`src/rtl/broadcast_arbiter.sv`:
```
// broadcast_arbiter: round-robin arbiter that collects finished FU results and
// drives up to NUM_BCAST registered common-data-bus lanes per cycle.
// Optional statistics counters are enabled with the macro BCAST_STATS_EN.
module broadcast_arbiter #(
   parameter int DATA_WIDTH = 32,
   parameter int TAG_WIDTH  = 4,
   parameter int NUM_FU     = 4,
   parameter int NUM_BCAST  = 1
) (
   input  logic                             clk,
   input  logic                             rst,
   input  logic [NUM_FU-1:0]                fu_valid,
   input  logic [NUM_FU*TAG_WIDTH-1:0]      fu_tag,
   input  logic [NUM_FU*DATA_WIDTH-1:0]     fu_data,
   output logic [NUM_FU-1:0]                fu_ready,
   input  logic                             allowBroadcast,
   output logic                             broadcastDataAvailable,
   output logic [NUM_BCAST-1:0]             bcast_valid,
   output logic [NUM_BCAST*TAG_WIDTH-1:0]   bcast_tag,
   output logic [NUM_BCAST*DATA_WIDTH-1:0]  bcast_data,
   output logic                             ongoingBroadcast
`ifdef BCAST_STATS_EN
   ,
   output logic [31:0]                      stat_broadcasts,
   output logic [31:0]                      stat_conflicts
`endif
);

   localparam int PTR_W = $clog2(NUM_FU);
   localparam int CNT_W = $clog2(NUM_BCAST + 1);
   localparam logic [PTR_W:0]   FU_LIM  = (PTR_W + 1)'(NUM_FU);
   localparam logic [PTR_W-1:0] FU_LAST = PTR_W'(NUM_FU - 1);
   localparam logic [CNT_W-1:0] LANES   = CNT_W'(NUM_BCAST);

   logic [PTR_W-1:0]      rr_ptr;
   logic [PTR_W-1:0]      last_idx;
   logic [PTR_W-1:0]      next_ptr;
   logic [PTR_W:0]        scan_sum;
   logic [PTR_W-1:0]      scan_idx;
   logic [CNT_W-1:0]      n_grant;
   logic [NUM_FU-1:0]     grant;
   logic                  any_grant;
   logic [NUM_BCAST-1:0]  lane_vld;
   logic [PTR_W-1:0]      lane_src [NUM_BCAST];
   logic [TAG_WIDTH-1:0]  tag_arr  [NUM_FU];
   logic [DATA_WIDTH-1:0] data_arr [NUM_FU];

   logic [NUM_BCAST-1:0]            vld_p1;
   logic [NUM_BCAST*TAG_WIDTH-1:0]  tag_p1;
   logic [NUM_BCAST*DATA_WIDTH-1:0] data_p1;

   // Unpack the flat per-FU tag/data buses for lane selection.
   always_comb begin
      for (int i = 0; i < NUM_FU; i++) begin
         tag_arr[i]  = fu_tag[i*TAG_WIDTH +: TAG_WIDTH];
         data_arr[i] = fu_data[i*DATA_WIDTH +: DATA_WIDTH];
      end
   end

   // Scan from rr_ptr, granting the first NUM_BCAST valid FUs; n-th grant feeds lane n.
   always_comb begin
      grant    = '0;
      lane_vld = '0;
      for (int k = 0; k < NUM_BCAST; k++) lane_src[k] = '0;
      last_idx = rr_ptr;
      n_grant  = '0;
      scan_sum = '0;
      scan_idx = '0;
      for (int j = 0; j < NUM_FU; j++) begin
         scan_sum = {1'b0, rr_ptr} + (PTR_W + 1)'(j);
         if (scan_sum >= FU_LIM) scan_sum = scan_sum - FU_LIM;
         scan_idx = scan_sum[PTR_W-1:0];
         if (allowBroadcast && fu_valid[scan_idx] && (n_grant < LANES)) begin
            grant[scan_idx] = 1'b1;
            for (int k = 0; k < NUM_BCAST; k++) begin
               if (n_grant == CNT_W'(k)) begin
                  lane_vld[k] = 1'b1;
                  lane_src[k] = scan_idx;
               end
            end
            last_idx = scan_idx;
            n_grant  = n_grant + CNT_W'(1);
         end
      end
      any_grant = |grant;
      next_ptr  = (last_idx == FU_LAST) ? '0 : last_idx + PTR_W'(1);
   end

   // Grants are suppressed while reset is held.
   always_comb begin
      fu_ready = rst ? grant : '0;
   end

   // Round-robin pointer moves past the last granted FU.
   always_ff @(posedge clk) begin
      if (!rst)           rr_ptr <= '0;
      else if (any_grant) rr_ptr <= next_ptr;
   end

   // ---- stage p1: registered broadcast lanes ----
   // Lanes pulse valid for one cycle; tag/data hold on idle lanes.
   always_ff @(posedge clk) begin
      if (!rst) begin
         vld_p1  <= '0;
         tag_p1  <= '0;
         data_p1 <= '0;
      end else begin
         vld_p1 <= lane_vld;
         for (int k = 0; k < NUM_BCAST; k++) begin
            if (lane_vld[k]) begin
               tag_p1[k*TAG_WIDTH +: TAG_WIDTH]    <= tag_arr[lane_src[k]];
               data_p1[k*DATA_WIDTH +: DATA_WIDTH] <= data_arr[lane_src[k]];
            end
         end
      end
   end

   assign bcast_valid            = vld_p1;
   assign bcast_tag              = tag_p1;
   assign bcast_data             = data_p1;
   assign ongoingBroadcast       = |vld_p1;
   assign broadcastDataAvailable = |fu_valid;

`ifdef BCAST_STATS_EN
   // Wrapping counters of lane broadcasts and oversubscribed granting cycles.
   always_ff @(posedge clk) begin
      if (!rst) begin
         stat_broadcasts <= '0;
         stat_conflicts  <= '0;
      end else begin
         stat_broadcasts <= stat_broadcasts + 32'($countones(vld_p1));
         if (allowBroadcast && ($countones(fu_valid) > NUM_BCAST))
            stat_conflicts <= stat_conflicts + 32'd1;
      end
   end
`endif

endmodule

```
`config.mk`:
```
export PLATFORM = sky130hd
export DESIGN_NAME = broadcast_arbiter
export DESIGN_NICKNAME = d
export VERILOG_FILES = /design/src/rtl/broadcast_arbiter.sv
export SDC_FILE = /design/constraint.sdc
export NUM_CORES = 1
export LEC_CHECK = 0
export CAP_MARGIN = 20
export CORE_MARGIN = 2
export CORE_UTILIZATION = 35
export CTS_BUF_LIST = sky130_fd_sc_hd__clkbuf_16
export DETAILED_ROUTE_END_ITERATION = 7
export DONT_BUFFER_PORTS = 1
export RECOVER_POWER = 100
export SETUP_SLACK_MARGIN = 0.15
export SKIP_LAST_GASP = 1
export SLEW_MARGIN = 20
export SYNTH_ARGS = -nofsm -noshare
export SYNTH_HDL_FRONTEND = slang
export SYNTH_SLANG_ARGS = --single-unit
```
`constraint.sdc`:
```
create_clock -name clk -period 6.3 [get_ports clk]
set_clock_uncertainty 0.05 [all_clocks]
set_input_delay 0.315 -clock clk [delete_from_list [all_inputs] [get_ports clk]]
set_output_delay 0.315 -clock clk [all_outputs]
set_load 0.05 [all_outputs]
```
Yosys cells after proc, flatten, opt, wreduce, memory -nomap -nowiden

Index checks and enable logic that the tools add are counted.

Flip-flop bits (word level): 39
Latch bits: 0
RAM bits: 0
Bits in read-only memories: 0
Input port bits: 151
Output and inout bits: 43
Logic and storage cells: 99
Memories: 0

Add/subtract/negate cells: 10
$mul: 0
Div/mod/pow operators: 0
Order comparisons: 16
Equality and inequality tests: 1
Shifts and indexed selects: 0
Muxes and demuxes: 51
Bitwise gates (word level): 4
Reduce and logical (&&, ||, !) cells: 13

Operators with widths:

| kind                | number |
|---|---|
| $bmux 32 s2         | 1 |
| $mux 32             | 2 |
| $mux 2              | 16 |
| $mux 4              | 7 |
| $mux 1              | 16 |
| $ge 3x3->1 const B  | 4 |
| $lt 2x3->1 const B  | 4 |
| $or 4x4->4          | 3 |
| $logic_and 1x1->1   | 11 |
| $bmux 1 s2          | 4 |
| $bmux 4 s2          | 1 |
| $demux 1 s2         | 4 |
| $ge 2x1->1 const B  | 4 |
| $reduce_or 4->1     | 2 |
| $sub 2x1->2 const B | 4 |
| $add 2x2->3 const B | 2 |
| $add 2x1->3 const B | 1 |
| $ge 2x3->1 const B  | 1 |
| $lt 1x1->1 const B  | 3 |
| $not 2->3           | 1 |
| $add 1x1->1 const B | 2 |
| $add 2x1->2 const B | 1 |
| $eq 2x2->1 const B  | 1 |

Depth between registers and ports, before layout

Gate-level depths: netlist (run 1).

Depth in word-level cells: 19
Mapped depth: 16
Gate-level depth less buffers: 9

Worst setup path after synthesis (run 1)

No wires, ideal clock.

Path type: register -> register
From: register rr_ptr[0]
To: register data_p1[0], in the netlist bcast_data[0]
Library setup time: 86 ps
Data arrival time: 3738 ps
Required time: 6164 ps
Slack: 2426 ps
Stages on the path, launching flop included: 17
Buffers on the path: 7
Period minus slack after synthesis: 3874 ps
Path through: dfxtp_1 buf_2 inv_1 clkbuf_1 clkbuf_1 ha_1 buf_6 or3b_4 a2111oi_4 or2_1 buf_4 buf_6 buf_6 nor2_1 a2111oi_1 nor3_1 a211oi_1

Word-level cells in the longest chain between the ends: 19
Elaborated cells on any way between the ends: 54
Classes of those cells: 9 x add/sub; 7 x order compare; 30 x mux; 1 x bitwise; 7 x reduce/logical

RTL lines:

| element                                              | RTL line | source |
|---|---|---|
| start, declared                                      | 35       | `logic [PTR_W-1:0] rr_ptr;` |
| start signal, assigned                               | 97       | `else if (any_grant) rr_ptr <= next_ptr;` |
| branches (longest 19 deep; another with $add 2x1->3) | --       |  |
| end signal, assigned by index                        | 112      | `data_p1[k*DATA_WIDTH +: DATA_WIDTH] <= data_arr[lane_src[k]];` |
| end, declared                                        | 50       | `logic [NUM_BCAST*DATA_WIDTH-1:0] data_p1;` |

Parallel ways; which one is timed is not known. The select of a mux whose other input is x is not followed.
A chain may end at the register's enable or synchronous reset.

Final worst setup path (run 1)

From: register rr_ptr[1]
To: register tag_p1[3], in the netlist bcast_tag[3]

Word-level cells in the longest chain between the ends: 19
Elaborated cells on any way between the ends: 54
Classes of those cells: 9 x add/sub; 7 x order compare; 30 x mux; 1 x bitwise; 7 x reduce/logical

RTL lines:

| element                                              | RTL line | source |
|---|---|---|
| branches (longest 19 deep; another with $add 2x1->3) | --       |  |
| end signal, assigned by index                        | 111      | `tag_p1[k*TAG_WIDTH +: TAG_WIDTH] <= tag_arr[lane_src[k]];` |
| end, declared                                        | 49       | `logic [NUM_BCAST*TAG_WIDTH-1:0] tag_p1;` |

Parallel ways; which one is timed is not known. The select of a mux whose other input is x is not followed.

==> results of run 1 <==
[per-layer routing]
metal,vias up,share of wire
li1,3482,-
met1,3652,0.40
met2,412,0.47
met3,31,0.11
met4,0,0.021
met5,-,0
[worst reg2reg max path, cell delays in order, from the launching register on]
cell and delay, ns:
dfxtp_1 0.62, inv_1 0.25, ha_1 0.45, or3b_2 0.47
a21boi_0 0.66, or2_4 0.71, a22oi_1 0.22, nand2_1 1.19
nor3_1 0.28, a211oi_2 0.22
[path summary, 6_finish.rpt]
kind	startpoint	to	cells after the start	slack (ns)
max reg2reg	rr_ptr[1]$_SDFFE_PN0P_	bcast_tag[3]$_SDFFE_PN0P_	9	1.09
min reg2reg	rr_ptr[1]$_SDFFE_PN0P_	rr_ptr[1]$_SDFFE_PN0P_	2	0.66
max	rr_ptr[1]$_SDFFE_PN0P_	bcast_tag[3]$_SDFFE_PN0P_	9	1.09
min	rst	rr_ptr[0]$_SDFFE_PN0P_	2	0.11
[registers in the layout, summed over array words and instances, names as in the netlist]
name         flops
bcast_data      32
rr_ptr           2
bcast_valid      1
bcast_tag        4
[kinds of logic (layout without fill, tap and decap cells)]
kind of cell               after synthesis  count (layout)
AOI/OAI and AO/OA                      438             438
adders and majority gates                9               9
buffers and inverters                  133              33
DFF                                     39              39
muxes                                    6               6
and+or+nand+nor                        227             227
[layout make-up]
class                           instances  area (um^2)
Clock buffer                            5          125
Tap cell                              229          287
Clock inverter                          3         12.5
Sequential cell                        39          785
Inverter                                6         23.8
Fill cell                            1860        11500
Timing Repair Buffer                   19          175
Multi-Input combinational cell        680         4980
[layout by cell type (no fill, tap or decap), types with 4 or more instances in the layout]
cell	instances
a221oi_1	109
nor2_1	73
o22ai_1	71
nor4_1	71
a2111oi_0	59
o21ai_0	45
dfxtp_1	38
o22a_1	36
a22oi_1	36
nor3_1	35
a211oi_2	24
buf_4	15
a211oi_1	14
nand2_1	9
ha_1	9
inv_1	7
nand3_1	6
a21oi_1	6
a2111oi_1	6
o211ai_1	5
clkbuf_16	5
nand3b_1	4
mux2_2	4
nand4_1	4
a2111oi_2	4
[power groups by stage]
stage          sequential, mW  combinational (mW)  clock, mW
2_1_floorplan           0.605                1.26          0
3_3_place_gp            0.653                1.51          0
3_5_place_dp            0.652                1.56          0
4_1_cts                 0.648                1.56      0.270
5_1_grt                 0.657                1.73      0.276
6_report                0.648                1.58      0.260
[through the flow]
stage	cells	utilization	cell area [um^2]	hold WS [ns]
6_report	981	0.358	6390	0.111
5_1_grt	981	0.358	6390	0.109
4_1_cts	981	0.359	6400	0.0952
3_5_place_dp	973	0.351	6260	0.412
3_3_place_gp	970	0.348	6200	0.408
2_1_floorplan	852	-	6310	0.396
==> flow_summary.json, run 1 <==
{
  "synth_ff_type": "dfxtp_1",
  "synth_top_area_share": 0.151,
  "drc": 0,
  "synthesis.nets": 1012,
  "slew_violations": 36,
  "synthArstFlopShare": 0,
  "synth_xor_area_frac": 0,
  "totalWireLength_um": 23900,
  "cts_tree": "done",
  "drt_iter0_drc": 903,
  "critPathSlowestCell": "nand2_1",
  "rows": 49,
  "use_met1": 0.304,
  "synth_common_cells": "a221oi_1 (109), clkbuf_1 (83), nor2_1 (74), nor4_1 (71), o22ai_1 (71)",
  "synth_compound_area_frac": 0.560,
  "grt_usage": 0.237,
  "internal_power_mw": 1.06,
  "viasPerCell": 7.72,
  "synth.area.top_cells": "a221oi_1 (15%), dfxtp_1 (12%), a2111oi_0 (8.2%)",
  "slew_headroom": -0.0718,
  "drv_cap": 1,
  "layout-drive-gt1-share": 0.104,
  "end_kind": "register",
  "syn-cell-area_mm2": 0.00631,
  "crit_type": "reg2reg",
  "die_width_um": 138,
  "first_pass_iters": 7,
  "wl_per_cell_um": 24.4,
  "outcome": "finished, violations left",
  "initial_utilization": 0.354,
  "synth_top_family_by_area": "compound AO/OA/AOI/OAI gates",
  "cts-buffers-inserted": 5,
  "antenna_cells": 0,
  "antenna_found_initial": 0,
  "cts.repair.resized": 0,
  "ant_nets": 0,
  "clk_pin_slew_ns": 0.06,
  "p_seq_frac": 0.261,
  "period_needed_ns": 5.21,
  "crit_family": "simple AND/OR/NAND/NOR gates",
  "clk_path_buf_depth": 2,
  "power.total_mw": 2.48,
  "yosys.area_share.simple": 0.190,
  "timing.final.hold_violations": 0,
  "post-cts-setup-buffers": 0,
  "muxShareOfSynthArea": 0.0103,
  "io_pins": 194,
  "area_growth_pct": 1.17,
  "vias": 7577,
  "gp_congestion": 0.926,
  "busiest_layer": "met2",
  "cts_sinks": 39,
  "final-setup-viol-count": 0,
  "p_per_area_mw_per_mm2": 389,
  "cp_num_buf_inv": 1,
  "hold_class": "in2reg",
  "vdd_drop_max_mv": 0.165,
  "overflow": 0,
  "setup_tns_ns": 0,
  "worst_slack_ns": 1.09,
  "coreArea_mm2": 0.0178,
  "synth-edff-count": 0,
  "crit_chain": "inv_1 -> ha_1 -> or3b_2 -> a21boi_0 -> or2_4 -> a22oi_1 -> nand2_1 -> nor3_1 -> a211oi_2",
  "synth_most_common_cell": "a221oi_1",
  "grt_util_met3": 0.0741,
  "crit_fanout": 59,
  "hpwl_um": 15000,
  "power_switching_mw": 1.43,
  "grt_max_degree": 74,
  "ys_seq_elements": 39,
  "synth_fa_ha_area_frac": 0.0178,
  "min_period_over_period": 0.826,
  "worstPathRequired_ns": 6.47,
  "synthCells": 852,
  "dpl_worst_slack_ns": 1.78,
  "ys_types": 57,
  "die_h_um": 138,
  "port_buffers": 0,
  "ctsHoldBuffers": 0,
  "rsz0062_at_grt": "false",
  "critPathLaunchType": "register",
  "worstMarginPinSlew_ns": 1.60,
  "leakage_nw": 1.71,
  "pwr-share-comb": 0.635,
  "dieArea_mm2": 0.0191,
  "critPathMaxStageDelay_ns": 1.19,
  "p_clk_frac": 0.104,
  "clockRootBuffer": "clkbuf_16",
  "ctsHtreeMaxLevel": 2,
  "synth.avg_cell_area_um2": 7.41,
  "grt_pass1_wl_um": 38000,
  "clk_latency_ns": 0.29,
  "yosysSeqAreaShare": 0.124,
  "violations": "capacitance limit, slew limit",
  "grt_pass1_vias": 6987,
  "synth_warnings": 0,
  "yosysTopAreaCell": "a221oi_1",
  "arrival_ns": 5.38,
  "sw_frac_of_total": 0.575,
  "layout.nets": 911,
  "gr-usage-met2": 0.375,
  "clock.fmax_mhz": 192
}
No activity file was read; power rests on OpenSTA's default activity.
==> run 2, diff against run 1 <==
Settings changed: ABC_AREA from default to 1.
Clock period 6.3 ns to 4.4 ns, I/O delays scaled along.
==> run 2 against run 1 <==
- the run now ends clean
- routed wire length down 51%
- highest routed layer unchanged
- design area down 35%
- first-iteration DRC count down 73%
- final cell count down 12%
- sequential power up 70%
- hold slack worse by 0.089 ns
- sequential share of layout area up 6.6 points
- sequential cell count unchanged
- critical path depth up 2
- critical endpoint is now fu_ready[0]
- worst setup slack worse by 0.42 ns
- combinational power up 55%
- synthesized cell count down 12%
==> flow_summary.json, run 2 <==
{
  "outcome": "completed",
  "synth_common_cells": "inv_1 (202), nand3_1 (196), nand2_1 (142), nor2_1 (91), dfxtp_1 (39)",
  "leakage_nw": 2.65,
  "synth.avg_cell_area_um2": 5.23,
  "end_kind": "output pin",
  "multi_input_area_mm2": 0.00217,
  "grt_pass1_wl_um": 17700,
  "ys_types": 28,
  "die_width_um": 110,
  "cts-buffers-inserted": 5,
  "ctsHoldBuffers": 0,
  "synth_compound_area_frac": 0.0185,
  "worstPathRequired_ns": 4.13,
  "final-setup-viol-count": 0,
  "crit_type": "reg2out",
  "drc": 0,
  "vias": 4219,
  "port_buffers": 0,
  "hold_class": "in2reg",
  "dpl_worst_slack_ns": 1.00,
  "synth_top_area_share": 0.251,
  "coreArea_mm2": 0.0109,
  "clk_path_buf_depth": 2,
  "final_cell_mix": "inv_1 (203), nand3_1 (196), nand2_1 (143), nor2_1 (91), dfxtp_1 (39)",
  "worst_slack_ns": 0.675,
  "clock.fmax_mhz": 268,
  "timing.final.hold_violations": 0,
  "ys_seq_elements": 39,
  "maxUsedRoutingLayer": "met4",
  "crit_fanout": 14,
  "initial_utilization": 0.359,
  "grt_pass1_vias": 3664,
  "clockRootBuffer": "clkbuf_16",
  "period_needed_ns": 3.72,
  "layout.nets": 884,
  "synth-edff-count": 0,
  "drv_cap": 0,
  "viasPerCell": 4.88,
  "setup_tns_ns": 0,
  "antenna_cells": 0,
  "ant_nets": 0,
  "drt_iter0_drc": 243,
  "synthArstFlopShare": 0,
  "synth_fa_ha_area_frac": 0.0288,
  "min_period_over_period": 0.847,
  "ff_latch_area_um2": 781,
  "area_growth_pct": 5.40,
  "synthesis.nets": 909,
  "fillers": 1269,
  "cts_sinks": 39,
  "hpwl_um": 8500,
  "overflow": 0,
  "ff2ff_setup_slack_ns": 0.80,
  "ctsHtreeMaxLevel": 2,
  "layout-drive-gt1-share": 0.0386,
  "synth_ff_type": "dfxtp_1",
  "arrival_ns": 3.45,
  "yosysTopAreaCell": "nand3_1",
  "crit_family": "simple AND/OR/NAND/NOR gates",
  "die_h_um": 110,
  "grt_usage": 0.186,
  "wl_met2_um": 5490,
  "wl_met3_um": 884,
  "critPathSlowestCell": "nor2_1",
  "gp_congestion": 0.907,
  "io_pins": 194,
  "slew_violations": 0,
  "post-cts-setup-buffers": 0,
  "synth_top_family_by_area": "simple AND/OR/NAND/NOR gates",
  "first_pass_iters": 5,
  "cp_num_buf_inv": 3,
  "critPathLaunchType": "register",
  "timing.hold.ws_ns": 0.0213,
  "totalWireLength_um": 11600,
  "dieArea_mm2": 0.0120,
  "synth_xor_area_frac": 0.00224,
  "synth.area.top_cells": "nand3_1 (25%), dfxtp_1 (20%), inv_1 (19%)",
  "rows": 38,
  "p_per_area_mw_per_mm2": 948,
  "rsz0062_at_grt": "false",
  "cts_tree": "done",
  "clk_pin_slew_ns": 0.06,
  "antenna_found_initial": 0,
  "yosys.area_share.simple": 0.507,
  "wl_per_cell_um": 13.4,
  "worstMarginPinSlew_ns": 0.941,
  "final_common_cell": "inv_1",
  "synth_most_common_cell": "inv_1",
  "muxShareOfSynthArea": 0,
  "largest_reg_flops": 32,
  "slew_headroom": 0.372,
  "clk_latency_ns": 0.28,
  "critical_path.most_common_cell": "inv_1",
  "wl_met1_um": 5110,
  "cts.repair.resized": 0,
  "grt_max_degree": 58,
  "vdd_drop_max_mv": 0.360,
  "crit_chain": "inv_1 -> ha_1 -> inv_1 -> nand3_1 -> nand3_1 -> nand2_1 -> nor2_4 -> nand2_2 -> o21ai_0 -> inv_1 -> nor2_1",
  "yosysSeqAreaShare": 0.199,
  "synth_warnings": 0,
  "critPathMaxStageDelay_ns": 0.68,
  "power.total_mw": 3.91,
  "syn-cell-area_mm2": 0.00391,
  "synthCells": 749
}
[run 2: layer usage]
metal / up-vias / GRT usage
met1: 1875 / 0.228
met3: 8 / 0.0492
met5: - / 0
met4: 0 / 0.0488
li1: 2183 / -
met2: 153 / 0.320
[run 2: metrics by stage]
| stage | area (um^2) | instances | util |
|---|---|---|---|
| after CTS | 4130 | 865 | 0.379 |
| after global routing | 4130 | 865 | 0.379 |
| after detailed placement | 3990 | 857 | 0.366 |
| after global placement | 3990 | 857 | 0.366 |
| after floorplan | 3910 | 749 | - |
| final | 4130 | 865 | 0.379 |
[run 2: final timing paths]
check | startpoint | endpoint | cells past startpoint
hold / removal | rst | rr_ptr[0]$_SDFFE_PN0P_ | 2
setup / recovery | rr_ptr[0]$_SDFFE_PN0P_ | fu_ready[0] | 11
hold reg to reg | bcast_data[3]$_SDFFE_PN0P_ | bcast_data[3]$_SDFFE_PN0P_ | 4
setup reg to reg | rr_ptr[0]$_SDFFE_PN0P_ | bcast_data[19]$_SDFFE_PN0P_ | 18
[run 2: power breakdown]
part	leakage (nW)	switching [mW]	internal (mW)	total [mW]
Sequential	0.325	0.597	0.508	1.10
Clock	0.0649	0.152	0.206	0.359
Combinational	2.26	1.65	0.795	2.45
Total	2.65	2.40	1.51	3.91
[run 2: kinds of logic (layout without fill, tap and decap cells)]
group / Yosys count / in the layout
AND/OR/NAND/NOR: 444 / 444
AO/OA/AOI/OAI: 11 / 11
buffers and inverters: 245 / 221
XOR/XNOR: 1 / 1
flip-flops: 39 / 39
adder cells (fa/ha/maj): 9 / 9
[run 2: area by class of cell]
class | instances | share of cell area
multi-input cells | 465 | 0.527
flip-flops and latches | 39 | 0.189
inverters | 205 | 0.187
well taps | 140 | 0.0425
clock buffers | 5 | 0.0303
repair buffers | 8 | 0.0206
clock inverters | 3 | 0.00364
==> run 3, diff against run 2 <==
Clock period 4.4 ns to 3.15 ns, I/O delays scaled along.
==> run 3 against run 2 <==
- worst setup slack got worse by 0.35 ns
- hold slack gained 0.11 ns
- critical path depth up 1
- highest routed layer unchanged
- utilization rose by 1.3 points
- count of clock-buffer cells in the layout is the same
- power rose by 47%
- die area unchanged
==> flow_summary.json, run 3 (synthesis gave the netlist of run 2 again) <==
{
  "outcome": "completed",
  "fillers": 1238,
  "sw_frac_of_total": 0.595,
  "p_seq_frac": 0.265,
  "overflow": 0,
  "critPathMaxStageDelay_ns": 0.34,
  "clk_latency_ns": 0.28,
  "slew_violations": 0,
  "initial_utilization": 0.359,
  "wl_per_cell_um": 13.3,
  "hpwl_um": 8200,
  "gp_congestion": 0.868,
  "layout.nets": 894,
  "port_buffers": 0,
  "clockRootBuffer": "clkbuf_16",
  "r2r-start": "rr_ptr[0]$_SDFFE_PN0P_",
  "critPathLaunchType": "register",
  "antenna_cells": 0,
  "pwr-share-comb": 0.632,
  "final_common_cell": "inv_1",
  "arrival_ns": 2.62,
  "drt_iter0_drc": 374,
  "io_pins": 194,
  "end_kind": "output pin",
  "crit_fanout": 14,
  "dieArea_mm2": 0.0120,
  "grt_max_degree": 73,
  "vias": 4207,
  "totalWireLength_um": 11700,
  "grt_usage": 0.182,
  "cts-buffers-inserted": 5,
  "leakage_nw": 2.73,
  "ctsHtreeMaxLevel": 2,
  "cts_tree": "done",
  "timing.final.hold_violations": 0,
  "internal_power_mw": 2.32,
  "final_cell_mix": "inv_1 (202), nand3_1 (196), nand2_1 (142), nor2_1 (91), dfxtp_1 (39)",
  "cts_sinks": 39,
  "hold_class": "in2reg",
  "coreArea_mm2": 0.0109,
  "antenna_found_initial": 0,
  "worstPathRequired_ns": 2.94,
  "largest_reg_flops": 32,
  "setup_tns_ns": 0,
  "critPathSlowestCell": "dfxtp_1",
  "ff2ff_setup_slack_ns": 0.40,
  "die_h_um": 110,
  "power_switching_mw": 3.41,
  "post-cts-setup-buffers": 0,
  "rows": 38,
  "worstMarginPinSlew_ns": 0.973,
  "p_per_area_mw_per_mm2": 1340,
  "crit_chain": "inv_2 -> ha_1 -> inv_1 -> nand3_1 -> nand3_1 -> nand2_1 -> nor2_4 -> nand2_2 -> o21ai_0 -> inv_1 -> nor2_1 -> clkbuf_2",
  "drc": 0,
  "ff_latch_area_um2": 781,
  "min_period_over_period": 0.897,
  "min_path_cells": 6,
  "vdd_drop_max_mv": 0.800,
  "crit_type": "reg2out",
  "viasPerCell": 4.81,
  "reg2regPathDepth": 15,
  "clk_pin_slew_ns": 0.06,
  "first_pass_iters": 5,
  "power.total_mw": 5.74,
  "clk_path_buf_depth": 2,
  "timing.rr.end": "bcast_data[0]$_SDFFE_PN0P_",
  "slew_headroom": 0.351,
  "grt_pass1_vias": 3681,
  "clock.fmax_mhz": 354,
  "die_width_um": 110,
  "period_needed_ns": 2.83,
  "area_growth_pct": 9.05,
  "layout-drive-gt1-share": 0.0558,
  "final-setup-viol-count": 0,
  "ant_nets": 0,
  "min_to": "bcast_tag[0]$_SDFFE_PN0P_",
  "grt_pass1_wl_um": 17400,
  "drv_cap": 0,
  "rsz0062_at_grt": "true",
  "p_clk_frac": 0.103,
  "hold_start": "fu_tag[4]",
  "multi_input_area_mm2": 0.00218
}
## run 3: power groups by stage
stage               sequential, mW  clock, mW  combinational (mW)
finish                        1.52      0.592                3.62
global placement              1.54          0                3.54
detailed placement            1.54          0                3.54
global route                  1.54      0.629                4.16
CTS                           1.53      0.613                3.56
floorplan                     1.48          0                2.82
## run 3: how the worst max path moves through the flow
stage / slack [ns] / cells after the start / start / to
5_1_grt: 0.09 / 12 / rr_ptr[1]$_SDFFE_PN0P_ / fu_ready[3]
3_3_place_gp: 0.35 / 15 / rr_ptr[0]$_SDFFE_PN0P_ / bcast_data[0]$_SDFFE_PN0P_
6_report: 0.32 / 12 / rr_ptr[0]$_SDFFE_PN0P_ / fu_ready[3]
3_5_place_dp: 0.28 / 15 / rr_ptr[0]$_SDFFE_PN0P_ / bcast_data[0]$_SDFFE_PN0P_
2_1_floorplan: 0.28 / 12 / rr_ptr[0]$_SDFFE_PN0P_ / fu_ready[0]
4_1_cts: 0.28 / 15 / rr_ptr[0]$_SDFFE_PN0P_ / bcast_data[0]$_SDFFE_PN0P_
## run 3: cell type report
cell class	instances	area share
well taps	140	0.0410
repair buffers	18	0.0449
multi-input cells	465	0.511
flip-flops and latches	39	0.183
clock buffers	5	0.0293
inverters	205	0.180
clock inverters	3	0.0103
## run 3: stage by stage
stage / hold slack [ns] / cells / setup slack, ns / utilization / area [um^2]
floorplan: 0.228 / 749 / 0.282 / - / 3910
finish: 0.129 / 875 / 0.323 / 0.392 / 4270
global placement: 0.260 / 865 / 0.351 / 0.373 / 4060
CTS: 0.127 / 874 / 0.280 / 0.390 / 4240
global route: 0.163 / 875 / 0.0938 / 0.392 / 4270
detailed placement: 0.266 / 865 / 0.285 / 0.373 / 4060
## run 3: layer usage
| layer | share of wire | track usage | vias to the layer above |
|---|---|---|---|
| met5 | 0 | 0 | - |
| met1 | 0.43 | 0.216 | 1823 |
| met2 | 0.48 | 0.324 | 169 |
| met4 | 0.010 | 0.0470 | 0 |
| met3 | 0.080 | 0.0474 | 12 |
| li1 | - | - | 2203 |
## run 3: repair_timing
| action | in CTS | in global routing |
|---|---|---|
| hold buffers | 1 | 0 |
| gates resized for setup | 0 | 4 |
| setup endpoints to repair | 0 | 33 |
| endpoints found under the hold margin | 2 | 0 |
## run 3: critical path: cells and delay by family, from the launching register on
family	cells	cell delay, ns
AOI/OAI and AO/OA	1	0.30
adders and majority gates	1	0.33
buffers and inverters	4	0.58
and+or+nand+nor	6	0.76
DFF	1	0.34
